**src/rtl/mix_col_pkg.sv**
```systemverilog
// Shared types and GF(2^8) helpers for the AES column-mix datapath.
// Latency: n/a (types and pure functions only).
// Backpressure: n/a.
//
// Contents:
//   byte_t       : one GF(2^8) element
//   column_t     : four bytes, [0] = row 0 in bits 7:0, [3] = row 3 in bits 31:24
//   AES_POLY_LOW : low byte of the reduction polynomial x^8+x^4+x^3+x+1 (0x11B)
//   xtime()      : multiply by x (i.e. by 0x02) with modular reduction
//   gmul()       : general GF(2^8) multiply, built from repeated xtime
package mix_col_pkg;

  typedef logic [7:0]      byte_t;
  typedef logic [3:0][7:0] column_t;

  // The x^8 term is implicit: it is what falls out of bit 7 on the shift.
  localparam byte_t AES_POLY_LOW = 8'h1B;

  function automatic byte_t xtime(input byte_t a);
    byte_t shifted;
    shifted = {a[6:0], 1'b0};
    return a[7] ? (shifted ^ AES_POLY_LOW) : shifted;
  endfunction

  // Shift-and-add multiply: accumulate a*x^i for every set bit i of b.
  function automatic byte_t gmul(input byte_t a, input byte_t b);
    byte_t acc;
    byte_t pwr;
    acc = 8'h00;
    pwr = a;
    for (int i = 0; i < 8; i++) begin
      if (b[i]) begin
        acc = acc ^ pwr;
      end
      pwr = xtime(pwr);
    end
    return acc;
  endfunction

endpackage

```
**src/rtl/gf_xtime.sv**
```systemverilog
// GF(2^8) doubling (multiply by 0x02 modulo 0x11B) for a single byte.
// Latency: combinational, zero cycles.
// Backpressure: none; pure function of the input.
//
// Ports:
//   a : input byte
//   y : a * 0x02 in GF(2^8)
module gf_xtime
  import mix_col_pkg::*;
(
  input  logic [7:0] a,
  output logic [7:0] y
);

  assign y = xtime(a);

endmodule

```
**src/rtl/mix_one_column.sv**
```systemverilog
// AES MixColumns on one 32-bit column, result registered once.
// Latency: 1 cycle from an accepting edge to out/out_valid.
// Backpressure: none; one column accepted every cycle in_valid is high.
//
// Ports:
//   clk, rst_n : rising-edge clock, asynchronous active-low reset
//   in_valid   : column on `in` is presented this cycle
//   in         : column bytes, in[0] = row 0 (bits 7:0) .. in[3] = row 3
//   inv        : 1 = InvMixColumns, 0 = MixColumns (only with MIX_ONE_COLUMN_INV_EN)
//   out_valid  : out holds the result for the column accepted last cycle
//   out        : transformed column, same byte/row ordering as `in`
//
// Build option: define MIX_ONE_COLUMN_INV_EN to add the `inv` port and the
// inverse datapath; otherwise only the forward transform is built.
module mix_one_column
  import mix_col_pkg::*;
(
  input  logic             clk,
  input  logic             rst_n,
  input  logic             in_valid,
  input  logic [3:0][7:0]  in,
`ifdef MIX_ONE_COLUMN_INV_EN
  input  logic             inv,
`endif
  output logic             out_valid,
  output logic [3:0][7:0]  out
);

  column_t col_in;
  column_t fwd_col;
  column_t next_col;

  byte_t   x2 [4];   // a*02
  byte_t   x3 [4];   // a*03

  assign col_in = in;

  // Per-byte multiples shared by every output row that needs them.
  for (genvar g = 0; g < 4; g++) begin : g_fwd_mult
    gf_xtime u_x2 (
      .a (col_in[g]),
      .y (x2[g])
    );
    assign x3[g] = x2[g] ^ col_in[g];
  end

  // Row r combines byte r..r+3 (mod 4) with coefficients 02,03,01,01.
  for (genvar r = 0; r < 4; r++) begin : g_fwd_row
    localparam int R1 = (r + 1) % 4;
    localparam int R2 = (r + 2) % 4;
    localparam int R3 = (r + 3) % 4;
    assign fwd_col[r] = x2[r] ^ x3[R1] ^ col_in[R2] ^ col_in[R3];
  end

`ifdef MIX_ONE_COLUMN_INV_EN
  column_t inv_col;

  byte_t   x4 [4];   // a*04
  byte_t   x8 [4];   // a*08
  byte_t   x9 [4];   // a*09 = 08+01
  byte_t   xb [4];   // a*0b = 08+02+01
  byte_t   xd [4];   // a*0d = 08+04+01
  byte_t   xe [4];   // a*0e = 08+04+02

  // The x4/x8 chain reuses the forward doubling, so the inverse only adds
  // two more xtime stages per byte plus XORs.
  for (genvar g = 0; g < 4; g++) begin : g_inv_mult
    gf_xtime u_x4 (
      .a (x2[g]),
      .y (x4[g])
    );
    gf_xtime u_x8 (
      .a (x4[g]),
      .y (x8[g])
    );
    assign x9[g] = x8[g] ^ col_in[g];
    assign xb[g] = x8[g] ^ x2[g] ^ col_in[g];
    assign xd[g] = x8[g] ^ x4[g] ^ col_in[g];
    assign xe[g] = x8[g] ^ x4[g] ^ x2[g];
  end

  // Same rotation as forward, coefficients 0e,0b,0d,09.
  for (genvar r = 0; r < 4; r++) begin : g_inv_row
    localparam int R1 = (r + 1) % 4;
    localparam int R2 = (r + 2) % 4;
    localparam int R3 = (r + 3) % 4;
    assign inv_col[r] = xe[r] ^ xb[R1] ^ xd[R2] ^ x9[R3];
  end

  // inv travels with the column, so the select is taken on the same edge.
  assign next_col = inv ? inv_col : fwd_col;
`else
  assign next_col = fwd_col;
`endif

  // Output register: loads only on accepted columns, holds otherwise.
  always_ff @(posedge clk or negedge rst_n) begin
    if (!rst_n) begin
      out       <= '0;
      out_valid <= 1'b0;
    end else begin
      out_valid <= in_valid;
      if (in_valid) begin
        out <= next_col;
      end
    end
  end

endmodule

```
**config.mk**
```make
export PLATFORM = sky130hd
export DESIGN_NAME = mix_one_column
export DESIGN_NICKNAME = d
export VERILOG_FILES = /design/src/rtl/mix_col_pkg.sv /design/src/rtl/gf_xtime.sv /design/src/rtl/mix_one_column.sv
export SDC_FILE = /design/constraint.sdc
export NUM_CORES = 1
export LEC_CHECK = 0
export ABC_AREA = 1
export CORE_ASPECT_RATIO = 0.9
export CORE_MARGIN = 4
export CORE_UTILIZATION = 57
export CTS_BUF_LIST = sky130_fd_sc_hd__clkbuf_4 sky130_fd_sc_hd__clkbuf_8
export DETAILED_ROUTE_END_ITERATION = 10
export GPL_TIMING_DRIVEN = 0
export HOLD_SLACK_MARGIN = 0.02
export PLACE_DENSITY = 0.89
export SYNTH_ARGS = -nofsm -noshare
export SYNTH_HDL_FRONTEND = slang
export SYNTH_SLANG_ARGS = --single-unit
```
**constraint.sdc**
```tcl
create_clock -name clk -period 1.2 [get_ports clk]
set_input_delay 0.12 -clock clk [delete_from_list [all_inputs] [get_ports clk]]
set_output_delay 0.12 -clock clk [all_outputs]
set_load 0.01 [all_outputs]
```
==> results_dict.tcl <==
set metrics [dict create \
    status "complete, no violations" \
    grt_pass1_wl_mm 15.2 \
    synthToLayoutAreaGrowth_pct 22.5 \
    rows 25 \
    worst_setup_path_start_kind "primary input" \
    cts_buffers 5 \
    drv_slew 0 \
    yosys_warnings 0 \
    cp_cell_sequence "clkdlybuf4s50_1 -> xor2_1 -> inv_1 -> nand2_1 -> nand3_1 -> nand2_1" \
    synthArstFlopShare 1.00 \
    synth_nets 596 \
    finalSetupViolCount 0 \
    synth.top_cell.area_share 0.396 \
    crit_family "buffers and inverters" \
    cp.arrival_ns 1.37 \
    max_stage_delay_ns 0.59 \
    gp_congestion 0.893 \
    synth-compound-area-share 0.00644 \
    path_clk_slew_ns 0.07 \
    fin_crit_ns 1.14 \
    syn_area_per_cell_um2 5.54 \
    avgViaCountPerCell 5.36 \
    worst_pin_slew_ns 0.753 \
    synthXorXnorAreaFrac 0.0676 \
    fin_skew_ns 0 \
    antenna_found_initial 0 \
    finalCritPeriodShare 0.954 \
    start_util 0.591 \
    cap_violations 0 \
    ys_seq_elements 33 \
    synth_edf_count 0 \
    synth_top_cell_by_area "nand2_1" \
    drc 0 \
    p_leak_nw 2.44 \
    synthSimpleGateAreaFrac 0.550 \
    cts.sinks 33 \
    synth-adder-area-share 0 \
    synthTopCellsByArea "nand2_1 40%, dfrtp_1 27%, nand3_1 11%, inv_1 5.9%, xnor2_1 3.4%" \
    port_buffers 52 \
    die_h_um 78.1 \
    cellPowerDensity_nw_per_um2 968 \
    antenna_cells 0 \
    dr.pass1.iters 7 \
    die_w_um 85.8 \
    track_usage 0.281 \
    clk_latency_ns 0.28 \
    die-area_um2 6700 \
    hp-class "primary input to flip-flop" \
    grt_remaining_overflow 0 \
    crit_buf_inv 2 \
    clk_path_buf_depth 2 \
    placed_area_um2 3710 \
    cpMostUsedCell "nand2_1" \
    path_max_fanout 4 \
    postRouteAntennaNets 0 \
    root_buffer "clkbuf_8" \
    io_pins 68 \
    peakVddDrop_mv 0.645 \
    hold_violations 0 \
    slew_headroom 0.498 \
    synth_top_family_by_area "simple AND/OR/NAND/NOR gates" \
    critPathKind "primary input to flip-flop" \
    ys_types 19 \
    rsz0062_at_grt "no" \
    end_kind "flip-flop" \
    grt_pass1_vias 3529 \
    slowest_stage "clkdlybuf4s50_1" \
    nNetsFinal 656 \
    total_power_mw 3.69 \
    stdcell_area_um2 3810 \
    wl_mm 9.11 \
    syn-cell-area_um2 3110 \
    ys_seq_area_frac 0.266 \
    grt_max_degree 34 \
    core_um2 5260 \
    fmax_mhz 873 \
    drt-initial-drc-count 346 \
    worstPathRequired_ns 1.42 \
    synth.most_common_cell "nand2_1" \
    vias 3691 \
    cts_tree "yes" \
    cts_htree_levels 2 \
    synth_mux_area_frac 0 \
    synth_common_cells "328 x nand2_1, 69 x nand3_1, 49 x inv_1" \
    dp_hpwl_mm 6.84 \
    syn_inst 561 \
    layout-drive-gt1-share 0.0627 \
    nFillCells 486 \
    wire_per_inst_um 13.2 \
    post_cts_buffers 0 \
    synthFlopType "dfrtp_1" \
]
[power breakdown]
group	total [mW]	switching (mW)	internal, mW
clock network	0.858	0.433	0.425
registers	1.36	0.0778	1.28
logic	1.47	0.894	0.578
[timing repair]
item	in CTS	in global routing
resized for setup	43	17
gates cloned	0	0
hold buffers	1	0
setup endpoints to repair	65	27
hold endpoints to repair	33	0
[worst reg2reg max path: cells and delay by family (launching register included)]
family           cells  cell delay [ns]
and+or+nand+nor      2             0.14
DFF                  1             0.38
[final cells by class]
class                   instances  area [um^2]  share of cell area
flip-flops and latches         33          826               0.217
clock inverters                 2         10.0             0.00263
inverters                      54          210              0.0552
multi-input cells             452         1950               0.513
clock buffers                   6         76.3              0.0200
repair buffers                 53          509               0.134
well taps                      67         83.8              0.0220
plain buffers                  22          140              0.0368
[per-stage QoR]
step | setup slack, ns | hold slack, ns | util | cells | setup TNS, ns
6_report | 0.0551 | 0.272 | 0.725 | 689 | 0
3_3_place_gp | -0.664 | 0.460 | 0.706 | 680 | -35.53
3_5_place_dp | -0.518 | 0.226 | 0.705 | 680 | -14.49
5_1_grt | 0.0108 | 0.307 | 0.725 | 689 | 0
2_1_floorplan | 0.304 | -0.176 | - | 561 | 0
4_1_cts | 0.00748 | 0.270 | 0.716 | 689 | 0
[cell usage in the layout, fill, tap and decap left out, types with 2 or more instances in the layout]
master,Yosys,routed
xor2_1,12,11
buf_6,4,4
nand3_1,69,69
nand3b_1,8,8
xnor2_1,12,11
inv_1,49,48
nor2_1,19,19
clkdlybuf4s50_1,0,2
o21ai_1,1,2
buf_2,10,14
buf_4,2,2
inv_2,3,4
clkbuf_8,0,5
nand2_1,328,328
clkinv_2,0,2
dlymetal6s2s_1,0,12
dfrtp_1,33,33
dlygate4sd2_1,0,37
clkbuf_2,1,3
o21ai_0,3,2
[state kept, by name (all words and copies together) (netlist names)]
name and count:
out 32, out_valid 1
[path summary, 6_finish.rpt]
kind                           end  slack, ns     from  depth (start not counted)
setup / recovery           out[29]       0.06   in[13]                          6
hold / removal             out[15]       0.27    in[7]                          5
setup reg to reg           out[24]       0.57  out[24]                          2
hold reg to reg            out[23]       0.47  out[23]                          2
max in group asynchronous   out[8]       0.28    rst_n                          2
min in group asynchronous  out[13]       0.43    rst_n                          2
[cell families (layout without fill, tap and decap cells)]
logic type / after synthesis / in the layout
xor gates and xnor gates: 24 / 24
DFF: 33 / 33
and+or+nand+nor: 424 / 424
buffers and inverters: 76 / 137
AOI/OAI and AO/OA: 4 / 4
[routing by layer]
metal | vias up | part of all wire | track usage
met5 | - | 0 | 0
met1 | 1628 | 0.41 | 0.343
met3 | 37 | 0.085 | 0.0525
met2 | 205 | 0.46 | 0.467
li1 | 1821 | - | -
met4 | 0 | 0.043 | 0.152
Note: power is estimated with default switching activity, not from simulation.
